`src/rtl/text_term_writer.sv`:
```
// Terminal-style byte-stream writer feeding the character RAM write port.
// Sweeps the buffer with FILL after reset or form-feed, then prints bytes at a wrapping cursor.
module text_term_writer #(
  parameter int         COLS     = 80,
  parameter int         ROWS     = 60,
  parameter int         RAM_SIZE = COLS * ROWS,
  parameter int         ADDR_W   = $clog2(RAM_SIZE),
  parameter int         COL_W    = $clog2(COLS),
  parameter int         ROW_W    = $clog2(ROWS),
  parameter logic [7:0] FILL     = 8'h20
) (
  input  logic              clk,
  input  logic              resetn,
  input  logic [7:0]        in_data,
  input  logic              in_valid,
  output logic              in_ready,
  output logic              write_en,
  output logic [ADDR_W-1:0] waddr,
  output logic [7:0]        din,
  output logic [COL_W-1:0]  cursor_col,
  output logic [ROW_W-1:0]  cursor_row,
  output logic              busy
);

  typedef enum logic {
    CLEAR,
    IDLE
  } state_t;

  localparam logic [COL_W-1:0]  COL_LAST = COL_W'(COLS - 1);
  localparam logic [ROW_W-1:0]  ROW_LAST = ROW_W'(ROWS - 1);
  localparam logic [ADDR_W-1:0] CLR_LAST = ADDR_W'(RAM_SIZE - 1);

  localparam logic [7:0] CH_BS = 8'h08;
  localparam logic [7:0] CH_LF = 8'h0A;
  localparam logic [7:0] CH_FF = 8'h0C;
  localparam logic [7:0] CH_CR = 8'h0D;

  state_t            state, state_d;
  logic [ADDR_W-1:0] clr_cnt, clr_cnt_d;
  logic [COL_W-1:0]  col_d;
  logic [ROW_W-1:0]  row_d;
  logic              we_d;
  logic [ADDR_W-1:0] waddr_d;
  logic [7:0]        din_d;
  logic              accept;
  logic [ADDR_W-1:0] cell_addr;

  // Rows wrap to the top instead of scrolling.
  function automatic logic [ROW_W-1:0] next_row(input logic [ROW_W-1:0] r);
    return (r == ROW_LAST) ? '0 : r + ROW_W'(1);
  endfunction

  assign in_ready  = (state == IDLE);
  assign busy      = (state == CLEAR);
  assign accept    = in_valid && in_ready;
  assign cell_addr = ADDR_W'(cursor_row) * ADDR_W'(COLS) + ADDR_W'(cursor_col);

  always_comb begin
    // NOTE: every output of this block gets a default first, so no path can infer a latch.
    state_d   = state;
    clr_cnt_d = clr_cnt;
    col_d     = cursor_col;
    row_d     = cursor_row;
    we_d      = 1'b0;
    waddr_d   = waddr;
    din_d     = din;

    case (state)
      CLEAR: begin
        we_d      = 1'b1;
        waddr_d   = clr_cnt;
        din_d     = FILL;
        clr_cnt_d = clr_cnt + ADDR_W'(1);
        if (clr_cnt == CLR_LAST) begin
          state_d   = IDLE;
          clr_cnt_d = '0;
          col_d     = '0;
          row_d     = '0;
        end
      end

      IDLE: begin
        if (accept) begin
          if (in_data >= 8'h20 && in_data <= 8'h7E) begin
            we_d    = 1'b1;
            waddr_d = cell_addr;
            din_d   = in_data;
            if (cursor_col == COL_LAST) begin
              col_d = '0;
              row_d = next_row(cursor_row);
            end else begin
              col_d = cursor_col + COL_W'(1);
            end
          end else begin
            case (in_data)
              CH_CR: col_d = '0;
              CH_LF: row_d = next_row(cursor_row);
              CH_BS: if (cursor_col != '0) col_d = cursor_col - COL_W'(1);
              CH_FF: begin
                // Cursor is homed only when the sweep finishes.
                state_d   = CLEAR;
                clr_cnt_d = '0;
              end
              default: ;
            endcase
          end
        end
      end

      default: state_d = CLEAR;
    endcase
  end

  // NOTE: sequential state uses non-blocking assignments so all registers update together.
  always_ff @(posedge clk or negedge resetn) begin
    if (!resetn) begin
      state      <= CLEAR;
      clr_cnt    <= '0;
      cursor_col <= '0;
      cursor_row <= '0;
      write_en   <= 1'b0;
      waddr      <= '0;
      din        <= '0;
    end else begin
      state      <= state_d;
      clr_cnt    <= clr_cnt_d;
      cursor_col <= col_d;
      cursor_row <= row_d;
      write_en   <= we_d;
      waddr      <= waddr_d;
      din        <= din_d;
    end
  end

endmodule

```
`config.mk`:
```
export PLATFORM = sky130hd
export DESIGN_NAME = text_term_writer
export DESIGN_NICKNAME = d
export VERILOG_FILES = /design/src/rtl/text_term_writer.sv
export SDC_FILE = /design/constraint.sdc
export NUM_CORES = 1
export LEC_CHECK = 0
export ABC_AREA = 1
export BUFFER_PORTS_ARGS = -buffer_cell sky130_fd_sc_hd__buf_2
export CAP_MARGIN = 20
export CORE_MARGIN = 4
export CORE_UTILIZATION = 50
export CTS_CLUSTER_DIAMETER = 60
export DETAILED_ROUTE_END_ITERATION = 7
export PLACE_DENSITY = 0.75
export SYNTH_ARGS = -nofsm -noshare
export SYNTH_HDL_FRONTEND = slang
export SYNTH_SLANG_ARGS = --single-unit
export TNS_END_PERCENT = 30
```
`constraint.sdc`:
```
create_clock -name clk -period 2.1 [get_ports clk]
set_input_delay 0.105 -clock clk [delete_from_list [all_inputs] [get_ports clk]]
set_output_delay 0.105 -clock clk [all_outputs]
set_load 0.01 [all_outputs]
```
==> results.json <==
{
  "synth_area_um2": 3302,
  "finalPower_mw": 3.846,
  "violations": "negative setup slack",
  "tightest_slew_ns": 0.6755,
  "die_area_um2": 7968,
  "fin_crit_sh_pct": 101.1,
  "syn2layout_area_growth_pct": 18.19,
  "drt_iter0_drc": 234,
  "timing.final.max_slew_violations": 0,
  "detailroute.via_count": 3097,
  "path_class": "reg -> reg",
  "grt_max_degree": 50,
  "avgSynthCellArea_um2": 7.470,
  "cts_htree_levels": 2,
  "cp_data_arrival_time_ns": 2.33,
  "start_util_pct": 51.70,
  "cap_viol_max_count": 0,
  "clock.fmax_ghz": 0.4711,
  "finalHoldViolCount": 0,
  "num_rows": 29,
  "die_w_um": 89.27,
  "multi_input_area_um2": 1906,
  "core-area_um2": 6386,
  "fillers": 588,
  "startpoint_type": "register",
  "finalCriticalPeriod_ns": 2.123,
  "syn_nets": 471,
  "met1_usage_pct": 32.20,
  "seq_area_um2": 1231,
  "p_per_area_nw_per_um2": 985.4,
  "max_slew_margin_pct": 54.96,
  "num_antenna_cells": 0,
  "clockBufferDepth": 2,
  "setup_slack_ns": -0.02292,
  "final_core_util_pct": 61.11,
  "rsz0062_at_grt": "true",
  "wl_per_cell_um": 14.01,
  "gp_congestion": 0.8601,
  "grt_pass1_wl_um": 13370,
  "syn_inst": 442,
  "route.detailed.drc": 0,
  "p_leak_nw": 2.079,
  "firstDrtPassIters": 5,
  "grt_pass1_vias": 2743,
  "grt.busiest_layer": "met2",
  "synth_warnings": 0,
  "dp_hpwl_um": 6078,
  "finClkSkew_ns": 0.01316,
  "min_path_type": "in -> reg",
  "totalWireLength_um": 8140,
  "boundaryPins": 48,
  "critical_path_peak_fanout": 3,
  "status": "complete, but fails checks",
  "drive_gt1_share_pct": 20.24,
  "cts.sinks": 49,
  "fin_nets": 532,
  "post_dp_cell_area_um2": 3717,
  "grtUsageTotal_pct": 21.48,
  "met2_usage_pct": 33.29,
  "crit_required_ns": 2.31,
  "cts_buffers": 5,
  "postRouteAntennaNets": 0,
  "cts_tree": "built",
  "ys_ff_latch": 49,
  "gr-usage-met3_pct": 3.318,
  "port_buffers": 47,
  "clock_latency_ns": 0.32,
  "seq_area_frac_synth_pct": 37.14,
  "vias_per_cell": 5.330,
  "die_y_um": 89.27,
  "grt_overflow": 0,
  "cts-root-buf": "clkbuf_8",
  "clk_pin_slew_worst_paths_ns": 0.11,
  "peakVddDrop_v": 0.0005171,
  "endpoint_kind": "register",
  "synth_cell_types": 35,
  "post-route-cell-area_um2": 3902,
  "antenna_found_initial": 0,
  "setup_viol": 2
}
## path summary, 6_finish.rpt
kind / start / depth (start not counted) / end / slack [ns]
worst max-delay path: cursor_row[3]$_DFFE_PN0P_ / 12 / waddr[11]$_DFFE_PN0P_ / -0.02
worst min-delay path: in_data[4] / 2 / din[4]$_DFFE_PN0P_ / 0.05
worst max register to register: cursor_row[3]$_DFFE_PN0P_ / 12 / waddr[11]$_DFFE_PN0P_ / -0.02
worst min register to register: waddr[8]$_DFFE_PN0P_ / 2 / waddr[8]$_DFFE_PN0P_ / 0.48
max in group asynchronous: resetn / 3 / cursor_row[1]$_DFFE_PN0P_ / 1.21
min in group asynchronous: resetn / 3 / clr_cnt[11]$_DFFE_PN0P_ / 0.41
## critical path, cell delays in order, from the launching register on
cell	delay, ns
dfrtp_2	0.44
ha_4	0.25
ha_4	0.16
fa_1	0.51
nand2_2	0.07
nor2_2	0.09
nand2_2	0.08
a21oi_4	0.14
nand2_1	0.07
nand2_1	0.05
nand3_1	0.06
nand2_1	0.07
nand2_1	0.04
## registers in the layout, indices dropped and copies added, names as in the netlist
register    cells
clr_cnt        13
cursor_col      7
cursor_row      6
din             8
in_ready        1
waddr          13
write_en        1
## metal layers
metal,vias to the layer above,share of wire [%]
li1,1545,-
met2,116,45
met5,-,0
met4,0,0.75
met3,8,7.2
met1,1428,47
## power breakdown
part | internal (mW) | switching, mW
combinational | 0.716 | 0.945
sequential | 1.20 | 0.263
clock | 0.364 | 0.356
total | 2.28 | 1.56
## layout make-up
| type | instances | share of cell area (%) |
|---|---|---|
| Multi-Input combinational cell | 332 | 48.83 |
| Tap cell | 77 | 2.469 |
| Sequential cell | 49 | 31.55 |
| Clock inverter | 3 | 1.218 |
| Inverter | 52 | 5.002 |
| Clock buffer | 5 | 1.763 |
| Timing Repair Buffer | 63 | 9.170 |
## synthesized netlist by cell type, drive strengths merged
| cell | n | area, µm² |
|---|---|---|
| nand2 | 149 | 600.6 |
| nor4 | 1 | 6.260 |
| nor3 | 14 | 81.33 |
| xor2 | 14 | 122.6 |
| nand3 | 35 | 192.7 |
| ha | 16 | 200.2 |
| fa | 2 | 40.04 |
| inv | 52 | 195.2 |
| a22o | 1 | 8.760 |
| o22ai | 6 | 37.54 |
| nand4 | 6 | 37.54 |
| a21oi | 12 | 63.81 |
| clkbuf | 2 | 7.510 |
| o21ai | 24 | 123.9 |
| a21boi | 1 | 7.510 |
| o211ai | 9 | 67.56 |
| nor2 | 35 | 173.9 |
| xnor2 | 7 | 61.31 |
| dfrtp | 49 | 1226 |
| buf | 7 | 47.54 |
## metrics by stage
stage	setup TNS (ns)	hold WS [ns]	setup slack, ns	std cells
final	-0.02756	0.04912	-0.02292	581
after global placement	-0.03920	0.2460	-0.02634	571
after CTS	-0.06163	0.04294	-0.03937	581
after global routing	-0.3562	0.03884	-0.1567	581
after detailed placement	-0.1277	0.2583	-0.07310	571
after floorplan	-0.07092	-0.1906	-0.07092	442
## cell usage in the layout, fill, tap and decap left out, types with 10 or more instances in the layout
cell type  instances
a21oi_1           10
buf_2             47
buf_4             15
dfrtp_1           45
ha_1              12
inv_1             48
nand2_1          141
nand3_1           33
nor2_1            30
nor3_1            13
o21ai_0           23
xor2_1            14
## kinds of logic (layout without fill, tap and decap cells)
kind of cell | after synthesis | in the layout | share of synthesized area [%]
adders and majority gates | 18 | 18 | 7.275
AOI/OAI and AO/OA | 53 | 53 | 9.360
xor gates and xnor gates | 21 | 21 | 5.570
buffers and inverters | 61 | 123 | 7.578
DFF | 49 | 49 | 37.14
and+or+nand+nor | 240 | 240 | 33.08
## what timing repair did
action                                 4_1_cts  5_1_grt
pin swaps                                    2        0
gates resized for setup                      3        8
buffers inserted                             1        0
setup endpoints to repair                   10        4
endpoints found under the hold margin       49        0
hold buffers                                 1        0
(Power assumes the default switching activity.)
